**src/rtl/fetch.sv**
```systemverilog
// Instruction-fetch stage: owns the PC, drives the I-mem address and tags each returned word with its PC/bubble.
// Optional performance counters are built only when FETCH_PERF_COUNTERS_EN is defined.
module fetch #(
    parameter logic [31:0] RESET_PC = 32'h0000_0000,
    parameter logic [31:0] PC_STEP  = 32'd4
) (
    input  logic        clk,
    input  logic        rst,
    input  logic        stall,
    input  logic        halt,
    input  logic        redirect_valid,
    input  logic [31:0] redirect_pc,
    output logic [31:0] mem_addr_0,
    output logic [31:0] pc_out,
    output logic        bubble_out,
    output logic        halted,
    output logic [31:0] perf_fetches,
    output logic [31:0] perf_bubbles
);

    logic [31:0] fetch_pc, fetch_pc_n;
    logic [31:0] pc_out_n;
    logic        bubble_n, halted_n;
    logic        pend_valid, pend_valid_n;
    logic [31:0] pend_pc, pend_pc_n;
    logic        wr_fetch, wr_bubble;
    logic [31:0] redir_tgt;

    assign redir_tgt  = {redirect_pc[31:2], 2'b00};
    assign mem_addr_0 = fetch_pc;

    always_comb begin
        fetch_pc_n   = fetch_pc;
        pc_out_n     = pc_out;
        bubble_n     = bubble_out;
        halted_n     = halted;
        pend_valid_n = pend_valid;
        pend_pc_n    = pend_pc;
        wr_fetch     = 1'b0;
        wr_bubble    = 1'b0;
        if (halted || halt) begin
            halted_n = 1'b1;
        end else if (redirect_valid && !stall) begin
            // The word currently in flight is squashed; any parked target is superseded.
            fetch_pc_n   = redir_tgt;
            pc_out_n     = fetch_pc;
            bubble_n     = 1'b1;
            pend_valid_n = 1'b0;
            wr_bubble    = 1'b1;
        end else if (redirect_valid) begin
            // Park the target until the stall releases; the latest redirect wins.
            pend_valid_n = 1'b1;
            pend_pc_n    = redir_tgt;
        end else if (!stall && pend_valid) begin
            fetch_pc_n   = pend_pc;
            pc_out_n     = fetch_pc;
            bubble_n     = 1'b1;
            pend_valid_n = 1'b0;
            wr_bubble    = 1'b1;
        end else if (!stall) begin
            fetch_pc_n = fetch_pc + PC_STEP;
            pc_out_n   = fetch_pc;
            bubble_n   = 1'b0;
            wr_fetch   = 1'b1;
        end
    end

    always_ff @(posedge clk) begin
        if (rst) begin
            fetch_pc   <= RESET_PC;
            pc_out     <= 32'h0;
            bubble_out <= 1'b1;
            halted     <= 1'b0;
            pend_valid <= 1'b0;
            pend_pc    <= 32'h0;
        end else begin
            fetch_pc   <= fetch_pc_n;
            pc_out     <= pc_out_n;
            bubble_out <= bubble_n;
            halted     <= halted_n;
            pend_valid <= pend_valid_n;
            pend_pc    <= pend_pc_n;
        end
    end

`ifdef FETCH_PERF_COUNTERS_EN
    logic [31:0] fetch_cnt, bubble_cnt;

    always_ff @(posedge clk) begin
        if (rst) begin
            fetch_cnt  <= 32'h0;
            bubble_cnt <= 32'h0;
        end else begin
            if (wr_fetch)  fetch_cnt  <= fetch_cnt + 32'd1;
            if (wr_bubble) bubble_cnt <= bubble_cnt + 32'd1;
        end
    end

    assign perf_fetches = fetch_cnt;
    assign perf_bubbles = bubble_cnt;
`else
    logic unused_perf;
    assign unused_perf  = wr_fetch ^ wr_bubble;
    assign perf_fetches = 32'h0;
    assign perf_bubbles = 32'h0;
`endif

endmodule

```
**config.mk**
```make
export PLATFORM = sky130hd
export DESIGN_NAME = fetch
export DESIGN_NICKNAME = d
export VERILOG_FILES = /design/src/rtl/fetch.sv
export SDC_FILE = /design/constraint.sdc
export NUM_CORES = 1
export LEC_CHECK = 0
export ABC_CLOCK_PERIOD_IN_PS = 2100
export BUFFER_PORTS_ARGS = -buffer_cell sky130_fd_sc_hd__buf_2
export CORE_MARGIN = 2
export CORE_UTILIZATION = 48
export CTS_CLUSTER_SIZE = 16
export DETAILED_ROUTE_END_ITERATION = 10
export PLACE_DENSITY_LB_ADDON = 0.12
export SLEW_MARGIN = 20
export SYNTH_ARGS = -nofsm -noshare
export SYNTH_HDL_FRONTEND = slang
export SYNTH_SLANG_ARGS = --single-unit
export TNS_END_PERCENT = 20
```
**constraint.sdc**
```tcl
create_clock -name clk -period 2.1 [get_ports clk]
set_input_delay 0.525 -clock clk [delete_from_list [all_inputs] [get_ports clk]]
set_output_delay 0.525 -clock clk [all_outputs]
set_load 0.02 [all_outputs]
```
==> results of run 1 <==
[power groups by stage]
stage	clock network, mW	logic (mW)	registers [mW]
finish	1.46	0.652	1.87
global route	1.56	0.710	1.88
CTS	1.48	0.648	1.87
detailed placement	0	0.646	1.91
global placement	0	0.636	1.91
floorplan	0	0.455	1.97
[per-layer routing]
layer  track usage [%]  vias up  wire length [um]
met5                 0        -                 0
li1                  -     2357                 -
met4              7.99        0               203
met1              33.9     2235              6330
met3              4.02       14               907
met2              37.1      182              6100
[metrics by stage]
step | util (%) | TNS [ps] | hold WS (ps) | cells
finish | 57.3 | 0 | 384 | 912
detailed placement | 55.0 | 0 | 443 | 896
global placement | 55.0 | 0 | 438 | 896
floorplan | - | 0 | 431 | 730
global route | 57.3 | -72.9 | 384 | 912
CTS | 57.3 | 0 | 380 | 912
[worst max-delay path by stage]
stage | startpoint | end | depth (start not counted)
2_1_floorplan | mem_addr_0[2]$_SDFFE_PP0P_ | mem_addr_0[20]$_SDFFE_PP0P_ | 7
3_3_place_gp | stall | mem_addr_0[12]$_SDFFE_PP0P_ | 6
3_5_place_dp | stall | mem_addr_0[12]$_SDFFE_PP0P_ | 6
4_1_cts | mem_addr_0[20]$_SDFFE_PP0P_ | mem_addr_0[25]$_SDFFE_PP0P_ | 5
5_1_grt | mem_addr_0[20]$_SDFFE_PP0P_ | mem_addr_0[25]$_SDFFE_PP0P_ | 5
6_report | mem_addr_0[20]$_SDFFE_PP0P_ | mem_addr_0[25]$_SDFFE_PP0P_ | 5
[cell families (layout without fill, tap and decap cells)]
logic type               after synthesis  in the layout
AO/OA/AOI/OAI                        158            158
XOR/XNOR                              11             11
adder cells (fa/ha/maj)                1              1
buffers and inverters                125            171
flip-flops                            93             93
multiplexers                           5              5
other                                  1             68
AND/OR/NAND/NOR                      269            269
[tightest hold or removal path, delay by kind of cell]
family                 cells  cell delay (ps)
buffers and inverters      1              110
AND/OR/NAND/NOR            1               50
AO/OA/AOI/OAI              1               50
[flip-flops by register name, indices dropped and copies added (netlist names)]
signal / flops
bubble_out: 1
halted: 1
mem_addr_0: 30
pc_out: 30
pend_pc: 30
pend_valid: 1
[Yosys cell counts, drive strengths merged (8+ instances only)]
cell type    n  share of area (%)
nand3       20                2.1
nand2      144                 11
nor4        10                1.8
nor2        42                3.2
o21ai       27                2.7
xor2         8                1.4
a21oi       79                7.9
clkbuf      39                2.9
nor3        18                2.0
inv          8               0.60
a221oi      13                2.4
nand4        8                1.6
buf         78                 11
a211oi      15                2.4
dfxtp       93                 37
[final cells by class]
| cell class | instances | area (um^2) | area share [%] |
|---|---|---|---|
| Timing Repair Buffer | 147 | 901 | 15.4 |
| Tap cell | 136 | 170 | 2.91 |
| Inverter | 8 | 30.0 | 0.514 |
| Sequential cell | 93 | 1860 | 31.9 |
| Clock buffer | 12 | 145 | 2.49 |
| Clock inverter | 4 | 95.1 | 1.63 |
| Multi-Input combinational cell | 512 | 2640 | 45.1 |
==> flow_metrics.tcl, run 1 <==
set metrics [dict create \
    status "completed" \
    cp-start-kind "flop" \
    hold_path.class "input pin to flop" \
    internal_power_mw 2.85 \
    htreeDepth 3 \
    min_delay_path_depth 3 \
    clockBufferDepth 2 \
    synth_cell_types 53 \
    core_area_um2 10200 \
    wl_per_cell_um 14.8 \
    drt-initial-drc-count 318 \
    power_density_nw_per_um2 683 \
    synthCells 663 \
    p_clk_share_pct 36.7 \
    path_buf_inv 0 \
    place.gp.congestion 0.838 \
    power_frac_comb_pct 16.3 \
    diodes 0 \
    netSwitchingFraction_pct 28.5 \
    cts_tree "yes" \
    drc_errors 0 \
    pre_cts_slack_ps 61.8 \
    synthesis.area_um2 4980 \
    rsz0062_at_grt "yes" \
    synth_top_family_by_area "simple AND/OR/NAND/NOR gates" \
    synth-seq-area-share_pct 37.4 \
    critical_path.max_fanout 6 \
    fin_area_um2 5840 \
    root_buffer "clkbuf_8" \
    viasPerCell 5.25 \
    ys_seq_elements 93 \
    fmax_ghz 0.509 \
    cpMaxStageDelayCell "dfxtp_1" \
    ys.flop_type "dfxtp_1" \
    final_antenna_net_count 0 \
    die_w_um 106 \
    clock-sinks 93 \
    critPathTopFamily "simple AND/OR/NAND/NOR gates" \
    yosys.area_share.adder_pct 0.251 \
    synth_edf_count 0 \
    layout-drive-gt1-share_pct 22.7 \
    syn2layout_area_growth_pct 17.3 \
    post_cts_resize_count 0 \
    nFillCells 1018 \
    peakVddDrop_mv 0.299 \
    crit_chain "nand4_1 -> nor4_1 -> nand3_1 -> a211o_1 -> a221oi_1" \
    antenna_found_initial 0 \
    fin_crit_sh_pct 93.6 \
    gr-usage-all-layers_pct 24.0 \
    fin_worst_skew_ps 13.1 \
    report.final.slew_viol_count 0 \
    cap_violations 0 \
    initial_core_util_pct 48.9 \
    die_y_um 106 \
    hold_start "redirect_pc[13]" \
    final_common_cell "nand2_1" \
    overflow 0 \
    synth-xor-area-share_pct 1.94 \
    synth.area.mux_share_pct 1.01 \
    hold_buffers 0 \
    nets 809 \
    end_kind "flop" \
    finalSetupViolCount 0 \
    cts_setup_buffers 0 \
    worstRegToRegCells 5 \
    grt_max_degree 46 \
    r2r-start "mem_addr_0[20]$_SDFFE_PP0P_" \
    seqPwrFrac_pct 46.9 \
    synthArstFlopShare_pct 0 \
    dp_hpwl_um 9430 \
    synth-simple-area-share_pct 25.3 \
    syn_area_per_cell_um2 7.51 \
    die-area_um2 11200 \
    hold-path-endpoint "pend_pc[13]$_SDFFE_PP0P_" \
    power.total_mw 3.99 \
    finalHoldViolCount 0 \
    worstPathRequired_ps 2380 \
    synth_compound_area_share_pct 19.2 \
    num_rows 37 \
    firstDrtPassIters 5 \
    grt_pass1_wl_um 21300 \
    r2r_end "mem_addr_0[25]$_SDFFE_PP0P_" \
    yosysWarnings 0 \
    cts_made_buffers 9 \
    slowest_delay_ps 460 \
    layout_min_cycle_time_ps 1970 \
    leakage_nw 2.45 \
    dr_total_vias 4788 \
    p_sw_mw 1.14 \
    clk_latency_ps 380 \
    wl_um 13500 \
    r2r_setup_slack_ps 130 \
    pin_count 167 \
    setup_ws_ps 134 \
    critical_path_class "flop to flop" \
    worstPathArrival_ps 2250 \
    path_clk_slew_ps 100 \
    io_buffer_count 96 \
    dpl_cell_area_um2 5600 \
    most-common-layout-cells "nand2_1, buf_2, dfxtp_1" \
    grt_pass1_vias 4138 \
]
Power figures use the tool's default switching activity.
==> run 2, diff against run 1 <==
Settings changed: ABC_CLOCK_PERIOD_IN_PS 2100 to 1950, REMOVE_ABC_BUFFERS set to 1.
Clock period 2.1 ns to 1.95 ns, I/O delays scaled along.
==> run 2 against run 1 <==
Effect of this change: combinational power up 8.7%; global-route usage down 0.55 points; sequential power grew 7%; core utilization increased by 0.29 points; first-iteration DRC count fell by 38%; non-clock buffer count increased by 13; critical endpoint is now mem_addr_0[23]$_SDFFE_PP0P_; critical path depth unchanged; largest power group unchanged; count of clock-buffer cells in the layout grew 1; sequential cell count unchanged; critical path type unchanged; die area is the same.
==> flow_metrics.tcl, run 2 (synthesis results as in run 1) <==
set metrics [dict create \
    status "completed" \
    worstPathArrival_ps 2080 \
    crit_chain "nand4_4 -> or4_1 -> nor4_2 -> o21ai_0 -> o311a_1" \
    cp-start-kind "flop" \
    nets 822 \
    power.total_mw 3.85 \
    antenna_found_initial 0 \
    seqPwrFrac_pct 52.2 \
    die-area_um2 11200 \
    drc_errors 0 \
    end_kind "flop" \
    utilization_pct 57.6 \
    hold_buffers 0 \
    root_buffer "clkbuf_8" \
    worstRegToRegCells 5 \
    rsz0062_at_grt "no" \
    grt_pass1_wl_um 21100 \
    core_area_um2 10200 \
    syn2layout_area_growth_pct 18.0 \
    htreeDepth 3 \
    wl_um 13100 \
    dr_total_vias 4777 \
    finalHoldViolCount 0 \
    die_w_um 106 \
    most-common-layout-cells "nand2_1, buf_2, dfxtp_1" \
    final_common_cell "nand2_1" \
    fin_worst_skew_ps 5.41 \
    power_density_nw_per_um2 656 \
    leakage_nw 2.48 \
    p_clk_share_pct 29.4 \
    setup_tns_ps 0 \
    path_buf_inv 0 \
    fin_crit_sh_pct 93.6 \
    clk_latency_ps 360 \
    diodes 0 \
    die_y_um 106 \
    power_frac_comb_pct 18.4 \
    path_clk_slew_ps 80 \
    grt_pass1_vias 4363 \
    clockBufferDepth 2 \
    report.final.slew_viol_count 0 \
    p_sw_mw 1.17 \
    r2r_setup_slack_ps 120 \
    overflow 0 \
    io_buffer_count 96 \
    min_delay_path_depth 3 \
    drt-initial-drc-count 197 \
    dp_hpwl_um 9380 \
    whs_ps 369 \
    num_rows 37 \
    cts_tree "yes" \
    cts_made_buffers 9 \
    hold-path-endpoint "pend_pc[9]$_SDFFE_PP0P_" \
    hold_start "redirect_pc[9]" \
    wl_per_cell_um 14.2 \
    hold_path.class "input pin to flop" \
    gr-usage-all-layers_pct 23.4 \
    place.gp.congestion 0.839 \
    clock-sinks 93 \
    viasPerCell 5.17 \
    pin_count 167 \
    layout-drive-gt1-share_pct 24.0 \
    fmax_ghz 0.548 \
    peakVddDrop_mv 0.290 \
    finalSetupViolCount 0 \
    r2r-start "mem_addr_0[9]$_SDFFE_PP0P_" \
    initial_core_util_pct 48.9 \
    startpoint "mem_addr_0[9]$_SDFFE_PP0P_" \
    dpl_cell_area_um2 5700 \
    grt_max_degree 42 \
    layout_min_cycle_time_ps 1830 \
    r2r_end "mem_addr_0[23]$_SDFFE_PP0P_" \
    critical_path.max_fanout 6 \
    cap_violations 0 \
    final_antenna_net_count 0 \
    cpMaxStageDelayCell "or4_1" \
    cts_setup_buffers 0 \
    worstPathRequired_ps 2210 \
    fin_area_um2 5870 \
    critPathTopFamily "simple AND/OR/NAND/NOR gates" \
    firstDrtPassIters 5 \
    slowest_delay_ps 680 \
    netSwitchingFraction_pct 30.3 \
    internal_power_mw 2.68 \
    critical_path_class "flop to flop" \
]
run 2: changes by cell type in the layout (fill, tap and decap cells not counted), sizes merged:
| cell | previous run | this run |
|---|---|---|
| buf | 147 | 160 |
| bufinv | 3 | 0 |
| clkbuf | 12 | 13 |
| clkinv | 1 | 2 |
run 2: metal layers:
layer / track usage (%) / vias to the layer above / share of wire [%]
li1: - / 2381 / -
met1: 31.8 / 2254 / 45
met2: 38.6 / 131 / 49
met3: 3.03 / 11 / 5.1
met4: 7.89 / 0 / 1.2
met5: 0 / - / 0
run 2: worst max path at each step:
| stage | slack (ps) | cells past startpoint | endpoint |
|---|---|---|---|
| 2_1_floorplan | -2800 | 4 | mem_addr_0[27]$_SDFFE_PP0P_ |
| 3_3_place_gp | -20 | 6 | mem_addr_0[22]$_SDFFE_PP0P_ |
| 3_5_place_dp | -40 | 6 | mem_addr_0[22]$_SDFFE_PP0P_ |
| 4_1_cts | 70 | 6 | mem_addr_0[20]$_SDFFE_PP0P_ |
| 5_1_grt | 20 | 5 | mem_addr_0[12]$_SDFFE_PP0P_ |
| 6_report | 120 | 5 | mem_addr_0[23]$_SDFFE_PP0P_ |
run 2: worst register-to-register path: cells and delay by family, from the launching register on:
family             cells  cell delay, ps
and+or+nand+nor        3            1080
DFF                    1             390
AOI/OAI and AO/OA      2             250
run 2: repair_timing:
action / in CTS / in global routing
hold endpoints to repair: 0 / 0
gates resized for setup: 0 / 2
setup endpoints to repair: 0 / 3
run 2: power groups by stage:
stage / Sequential (mW) / Combinational (mW) / Clock (mW)
floorplan: 2.13 / 0.327 / 0
global placement: 2.05 / 0.696 / 0
detailed placement: 2.05 / 0.705 / 0
CTS: 2.01 / 0.707 / 1.17
global route: 2.02 / 0.778 / 1.23
finish: 2.01 / 0.709 / 1.13
run 2: area by class of cell:
cell class / count / area [um^2]
fillers: 991 / 4320
inverters: 8 / 30.0
clock inverters: 2 / 10.0
flip-flops and latches: 93 / 1860
clock buffers: 13 / 149
multi-input cells: 512 / 2650
repair buffers: 160 / 1000
well taps: 136 / 170
run 2: stage by stage:
stage / worst slack [ps] / std cells
after floorplan: -2800 / 613
after global placement: -18.9 / 909
after detailed placement: -36.0 / 909
after CTS: 73.9 / 924
after global routing: 15.9 / 924
final: 125 / 924
